**config.mk**
```make
export PLATFORM = sky130hd
export DESIGN_NAME = db_arb
export DESIGN_NICKNAME = d
export VERILOG_FILES = /design/src/rtl/db_pkg.sv /design/src/rtl/db_tag_fifo.sv /design/src/rtl/db_arb.sv
export SDC_FILE = /design/constraint.sdc
export NUM_CORES = 1
export LEC_CHECK = 0
export ABC_AREA = 1
export BUFFER_PORTS_ARGS = -buffer_cell sky130_fd_sc_hd__buf_2
export CAP_MARGIN = 10
export CORE_AREA = 2 2 250 252
export DETAILED_ROUTE_END_ITERATION = 6
export DIE_AREA = 0 0 252 254
export PLACE_DENSITY = 0.37
export SETUP_SLACK_MARGIN = 0.5
export SLEW_MARGIN = 10
export SYNTH_ARGS = -nofsm -noshare
export SYNTH_HDL_FRONTEND = slang
export SYNTH_SLANG_ARGS = --single-unit
```
**constraint.sdc**
```tcl
create_clock -name clk -period 3.42 [get_ports clk]
set_input_delay 0.684 -clock clk [delete_from_list [all_inputs] [get_ports clk]]
set_output_delay 0.684 -clock clk [all_outputs]
set_load 0.02 [all_outputs]
```
**src/rtl/db_pkg.sv**
```systemverilog
// Shared definitions for the db_cont engine and its front-end arbiter:
// op/flag encodings and the default payload widths.
package db_pkg;

  localparam int HASH_SIZE = 32;
  localparam int KEY_SIZE  = 96;
  localparam int VAL_SIZE  = 32;
  localparam int FLAG_SIZE = 4;

  typedef enum logic [FLAG_SIZE-1:0] {
    OP_NOP    = 4'h0,
    OP_LOOKUP = 4'h1,
    OP_INSERT = 4'h2,
    OP_UPSERT = 4'h3,
    OP_DELETE = 4'h4
  } db_op_e;

  typedef enum logic [FLAG_SIZE-1:0] {
    FLAG_NONE = 4'h0,
    FLAG_HIT  = 4'h1,
    FLAG_MISS = 4'h2,
    FLAG_FULL = 4'h4,
    FLAG_ERR  = 4'h8
  } db_flag_e;

  // Index width that stays at least 1 bit for degenerate sizes.
  function automatic int idx_w(input int n);
    return (n > 1) ? $clog2(n) : 1;
  endfunction

endpackage

```
**src/rtl/db_tag_fifo.sv**
```systemverilog
// Synchronous tag FIFO used to remember the issuer of each in-order command;
// DEPTH must be a power of two so the pointers wrap naturally.
module db_tag_fifo
  import db_pkg::*;
#(
  parameter int W     = 1,
  parameter int DEPTH = 8
) (
  input  logic                     clk,
  input  logic                     rst,
  input  logic                     i_push,
  input  logic [W-1:0]             i_data,
  input  logic                     i_pop,
  output logic [W-1:0]             o_head,
  output logic [$clog2(DEPTH):0]   o_count
);

  localparam int AW = $clog2(DEPTH);
  localparam int CW = AW + 1;

  logic [W-1:0]  r_mem [DEPTH];
  logic [AW-1:0] r_wr;
  logic [AW-1:0] r_rd;
  logic [CW-1:0] r_count;
  logic          w_pop;
  logic          w_push;

  // A push into a full FIFO is only legal when a pop frees the slot the same cycle.
  assign w_pop  = i_pop && (r_count != '0);
  assign w_push = i_push && ((r_count != CW'(DEPTH)) || w_pop);

  always_ff @(posedge clk) begin
    if (rst) begin
      r_wr    <= '0;
      r_rd    <= '0;
      r_count <= '0;
    end else begin
      if (w_push) r_wr <= r_wr + 1'b1;
      if (w_pop)  r_rd <= r_rd + 1'b1;
      case ({w_push, w_pop})
        2'b10:   r_count <= r_count + 1'b1;
        2'b01:   r_count <= r_count - 1'b1;
        default: r_count <= r_count;
      endcase
    end
  end

  always_ff @(posedge clk) begin
    if (w_push) r_mem[r_wr] <= i_data;
  end

  assign o_head  = r_mem[r_rd];
  assign o_count = r_count;

endmodule

```
**src/rtl/db_arb.sv**
```systemverilog
// Round-robin front end sharing one in-order db_cont engine between NPORT
// requesters. Define DB_ARB_STATS_EN to build the per-port grant counters.
module db_arb
  import db_pkg::*;
#(
  parameter int NPORT     = 2,
  parameter int HASH_SIZE = db_pkg::HASH_SIZE,
  parameter int KEY_SIZE  = db_pkg::KEY_SIZE,
  parameter int VAL_SIZE  = db_pkg::VAL_SIZE,
  parameter int FLAG_SIZE = db_pkg::FLAG_SIZE,
  parameter int TAG_DEPTH = 8,
  parameter int ISSUE_GAP = 1
) (
  input  logic                        clk,
  input  logic                        rst,
  input  logic [NPORT-1:0]            req_valid,
  output logic [NPORT-1:0]            req_ready,
  input  logic [NPORT*FLAG_SIZE-1:0]  req_op,
  input  logic [NPORT*HASH_SIZE-1:0]  req_hash,
  input  logic [NPORT*KEY_SIZE-1:0]   req_key,
  input  logic [NPORT*VAL_SIZE-1:0]   req_value,
  output logic                        db_valid,
  output logic [FLAG_SIZE-1:0]        db_op,
  output logic [HASH_SIZE-1:0]        db_hash,
  output logic [KEY_SIZE-1:0]         db_key,
  output logic [VAL_SIZE-1:0]         db_value,
  input  logic                        db_out_valid,
  input  logic [FLAG_SIZE-1:0]        db_out_flag,
  input  logic [VAL_SIZE-1:0]         db_out_value,
  output logic [NPORT-1:0]            rsp_valid,
  output logic [FLAG_SIZE-1:0]        rsp_flag,
  output logic [VAL_SIZE-1:0]         rsp_value,
  output logic [$clog2(TAG_DEPTH):0]  outstanding,
  output logic                        err_orphan,
  output logic [NPORT*32-1:0]         stat_grants
);

  localparam int IW = idx_w(NPORT);
  localparam int CW = $clog2(TAG_DEPTH) + 1;
  localparam int GW = idx_w(ISSUE_GAP);

  logic [FLAG_SIZE-1:0] w_op    [NPORT];
  logic [HASH_SIZE-1:0] w_hash  [NPORT];
  logic [KEY_SIZE-1:0]  w_key   [NPORT];
  logic [VAL_SIZE-1:0]  w_value [NPORT];

  for (genvar p = 0; p < NPORT; p++) begin : g_unpack
    assign w_op[p]    = req_op[p*FLAG_SIZE +: FLAG_SIZE];
    assign w_hash[p]  = req_hash[p*HASH_SIZE +: HASH_SIZE];
    assign w_key[p]   = req_key[p*KEY_SIZE +: KEY_SIZE];
    assign w_value[p] = req_value[p*VAL_SIZE +: VAL_SIZE];
  end

  // Returns {found, index}: first valid port searching upward from last+1.
  function automatic logic [IW:0] rr_pick(input logic [NPORT-1:0] vld, input logic [IW-1:0] last);
    logic          found;
    logic [IW-1:0] idx;
    int            cand;
    found = 1'b0;
    idx   = '0;
    for (int k = 1; k <= NPORT; k++) begin
      cand = (int'(last) + k) % NPORT;
      if (!found && vld[IW'(cand)]) begin
        found = 1'b1;
        idx   = IW'(cand);
      end
    end
    return {found, idx};
  endfunction

  function automatic logic [NPORT-1:0] onehot(input logic [IW-1:0] idx);
    logic [NPORT-1:0] v;
    v      = '0;
    v[idx] = 1'b1;
    return v;
  endfunction

  logic [IW-1:0]        r_last;
  logic [GW-1:0]        r_gap;
  logic                 r_db_valid;
  logic [FLAG_SIZE-1:0] r_db_op;
  logic [HASH_SIZE-1:0] r_db_hash;
  logic [KEY_SIZE-1:0]  r_db_key;
  logic [VAL_SIZE-1:0]  r_db_value;
  logic [NPORT-1:0]     r_rsp_valid;
  logic [FLAG_SIZE-1:0] r_rsp_flag;
  logic [VAL_SIZE-1:0]  r_rsp_value;
  logic                 r_err_orphan;

  logic [IW:0]          w_pick;
  logic                 w_found;
  logic [IW-1:0]        w_sel;
  logic                 w_can_issue;
  logic                 w_hs;
  logic                 w_pop;
  logic [IW-1:0]        w_head;
  logic [CW-1:0]        w_count;

  assign w_pick      = rr_pick(req_valid, r_last);
  assign w_found     = w_pick[IW];
  assign w_sel       = w_pick[IW-1:0];
  // Uses the registered count only: a pop this cycle frees a slot next cycle.
  assign w_can_issue = (w_count < CW'(TAG_DEPTH)) && (r_gap == '0);
  assign w_hs        = w_found && w_can_issue;
  assign w_pop       = db_out_valid && (w_count != '0);
  assign req_ready   = w_hs ? onehot(w_sel) : '0;

  db_tag_fifo #(
    .W     (IW),
    .DEPTH (TAG_DEPTH)
  ) u_tag_fifo (
    .clk     (clk),
    .rst     (rst),
    .i_push  (w_hs),
    .i_data  (w_sel),
    .i_pop   (w_pop),
    .o_head  (w_head),
    .o_count (w_count)
  );

  always_ff @(posedge clk) begin
    if (rst) begin
      r_last       <= IW'(NPORT - 1);
      r_gap        <= '0;
      r_db_valid   <= 1'b0;
      r_db_op      <= '0;
      r_db_hash    <= '0;
      r_db_key     <= '0;
      r_db_value   <= '0;
      r_rsp_valid  <= '0;
      r_rsp_flag   <= '0;
      r_rsp_value  <= '0;
      r_err_orphan <= 1'b0;
    end else begin
      r_db_valid <= w_hs;
      if (w_hs) begin
        r_last     <= w_sel;
        r_gap      <= GW'(ISSUE_GAP - 1);
        r_db_op    <= w_op[w_sel];
        r_db_hash  <= w_hash[w_sel];
        r_db_key   <= w_key[w_sel];
        r_db_value <= w_value[w_sel];
      end else if (r_gap != '0) begin
        r_gap <= r_gap - 1'b1;
      end
      r_rsp_valid <= w_pop ? onehot(w_head) : '0;
      if (db_out_valid) begin
        r_rsp_flag  <= db_out_flag;
        r_rsp_value <= db_out_value;
        if (w_count == '0) r_err_orphan <= 1'b1;
      end
    end
  end

`ifdef DB_ARB_STATS_EN
  logic [31:0] r_stat [NPORT];

  always_ff @(posedge clk) begin
    if (rst) begin
      for (int p = 0; p < NPORT; p++) r_stat[p] <= '0;
    end else if (w_hs) begin
      r_stat[w_sel] <= r_stat[w_sel] + 32'd1;
    end
  end

  for (genvar p = 0; p < NPORT; p++) begin : g_stat
    assign stat_grants[p*32 +: 32] = r_stat[p];
  end
`else
  assign stat_grants = '0;
`endif

  assign db_valid    = r_db_valid;
  assign db_op       = r_db_op;
  assign db_hash     = r_db_hash;
  assign db_key      = r_db_key;
  assign db_value    = r_db_value;
  assign rsp_valid   = r_rsp_valid;
  assign rsp_flag    = r_rsp_flag;
  assign rsp_value   = r_rsp_value;
  assign outstanding = w_count;
  assign err_orphan  = r_err_orphan;

endmodule

```
==> flow_summary.toml <==
[finish]
drive_above_1_share_pct = 35.47
multi_input_area_sq_um = 4054
nets = 2160
register_area_sq_um = 4624
area_delta_synth_final_pct = 45.77
layout_common_cells = "buf_2, nand2_1, dfxtp_1"
nFillCells = 6947
final_common_cell = "buf_2"

[yosys]
synth-seq-cells = 227
synth_cell_types = 26
yosys_warnings = 0
syn_area_sq_um = 9429
syn_inst = 1251
yosysSeqAreaShare_pct = 49.04
synth_area_per_cell_sq_um = 7.537

[worst_setup_path]
crit_buf_inv = 1
critPathLaunchType = "register"
crit_path_max_incr_delay_ns = 0.34
cp-end-kind = "output port"
crit_chain = "nor2_1 -> nand2_8 -> nor2_4 -> buf_2"
path_delay_family = "simple AND/OR/NAND/NOR gates"
worstPathMaxFanout = 47
cp_data_arrival_time_ns = 2.04
cp.required_ns = 2.74
crit_cells = 4
crit_slowest_cell = "dfxtp_1"
reg2regPathDepth = 6
crit_type = "reg2out"

[global_route]
grt_pass1_wl_um = 58570
grt_overflow = 0
grt_pass1_vias = 9735
track_usage_pct = 11.71
grt_max_degree = 108
antenna_found_initial = 7

[floorplan]
die_area_sq_um = 64010
ios = 643
die_w_um = 252
core_area_sq_um = 61260
rows = 91
start_util_pct = 15.39
die_h_um = 254

[routing]
routed.top_layer = "met5"
ant_nets = 0
routed_wl_um = 40390
post_drt_via_cell_ratio = 3.877
firstDrtPassIters = 5
drtIter0Drc = 537
wl_met1_um = 15670
vias = 10100
wl_met2_um = 21340
wl_met3_um = 2491
drc = 0
wire_per_inst_um = 15.51

[placement]
hpwl_um = 28760
globalplace.congestion = 0.8052
portBuffers = 577
dp_slack_ns = 0.9272

[sta]
relSlewSlack_pct = 37.54
timing.fmax_mhz = 367.8
period_needed_ns = 2.719
tightest_slew_ns = 0.9369
hold_viol = 0
rsz0062_at_grt = "false"
finalCritPeriodShare_pct = 79.51
finalSetupViolCount = 0
fin_skew_ns = 0.01398
final_max_slew_viol_count = 0
tns_ns = 0
final.setup.worst_slack_ns = 0.7009

[power]
combPwrFrac_pct = 23.5
powerDensity_nw_per_um2 = 597.2
intPower_mw = 5.486
power.total_mw = 8.207
p_leak_nw = 6.240
sequentialPowerShare_pct = 38.0
switchingPower_mw = 2.721
switching_share_pct = 33.16
clock_power_share_pct = 38.5
peakVddDrop_mv = 0.3858

[clock_tree]
clock-root-buffer = "clkbuf_16"
clk_pin_slew_ns = 0.06
cts_resized = 0
postCtsSetupBuffers = 0
ctsHoldBuffers = 0
clockBufferDepth = 3
cts_tree = "yes"
htreeDepth = 1
cts_sinks = 227
cts_made_buffers = 30
clock_latency_ns = 0.57

[min_path]
min_path_cells = 3
hp-class = "in2reg"

[status]
outcome = "finished clean"

[run]
max_cap_violations = 0
==> power by group through the flow <==
stage	sequential, mW	combinational, mW	clock (mW)
floorplan	3.48	0.943	0
global placement	3.17	1.96	0
detailed placement	3.17	1.96	0
CTS	3.12	1.96	3.29
global route	3.16	2.15	3.39
finish	3.12	1.93	3.16
==> sequential cells by signal, summed over array words and instances, names as in the netlist, 3 cells and up, named ones only <==
register,count
db_key,96
db_hash,32
db_value,32
rsp_value,32
u_tag_fifo.r_mem,8
db_op,4
rsp_flag,4
u_tag_fifo.o_count,4
u_tag_fifo.r_rd,3
u_tag_fifo.r_wr,3
==> through the flow <==
stage	instance area (sq um)	utilization (%)	hold WS, ns	std cells
after floorplan	9669	-	0.4476	1315
after global placement	12750	20.81	0.4475	2544
after detailed placement	12750	20.81	0.4559	2544
after CTS	13730	22.42	0.2901	2600
after global routing	13740	22.43	0.3155	2602
final	13740	22.44	0.3371	2604
==> worst paths after layout <==
check / from / endpoint / slack, ns
hold / removal: db_out_value[12] / rsp_value[12] / 0.34
setup / recovery: u_tag_fifo.o_count[3] / req_ready[0] / 0.70
setup reg to reg: u_tag_fifo.o_count[3] / db_key[77] / 1.12
hold reg to reg: err_orphan / err_orphan / 0.47
==> tightest hold or removal path: cells and delay by family <==
kind	cells	cell delay [ns]
buf+inv	1	0.07
simple gates	2	0.11
==> synthesized netlist by cell type <==
master	count	area share, %
a21oi_1	12	0.64
a31oi_1	164	11
buf_1	4	0.16
buf_2	28	1.5
buf_4	76	6.1
buf_6	9	1.1
clkbuf_1	32	1.3
conb_1	1	0.040
dfxtp_1	219	46
edfxtp_1	8	2.5
ha_1	5	0.66
inv_1	17	0.68
inv_2	1	0.040
nand2_1	517	21
nand2_2	1	0.066
nand3_1	4	0.21
nand4_1	1	0.066
nor2_1	94	3.7
nor2_2	2	0.13
nor3_1	2	0.11
o21a_1	1	0.080
o21ai_0	48	2.5
or2_2	1	0.066
or2_4	1	0.093
xnor2_1	2	0.19
xor2_1	1	0.093
==> area by class of cell <==
type,count,area share (%)
sequential,227,33.65
multi-input combinational,921,29.49
timing repair buffer,588,21.93
tap,790,7.192
clock buffer,39,6.154
clock inverter,17,1.020
inverter,18,0.4916
antenna,4,0.07283
==> kinds of logic after synthesis <==
kind of cell / Yosys count / share of synthesized area (%)
other: 1 / 0.03977
AO/OA/AOI/OAI: 225 / 14.15
flip-flops: 227 / 49.04
AND/OR/NAND/NOR: 623 / 25.07
buffers and inverters: 167 / 10.76
XOR/XNOR: 3 / 0.2787
adder cells (fa/ha/maj): 5 / 0.6635
==> metal layers <==
metal | vias to the layer above | global-route usage [%]
li1 | 5051 | -
met1 | 4650 | 13.73
met2 | 320 | 21.11
met3 | 64 | 2.755
met4 | 10 | 3.415
met5 | - | 0
Note: power is estimated with default switching activity, not from simulation.
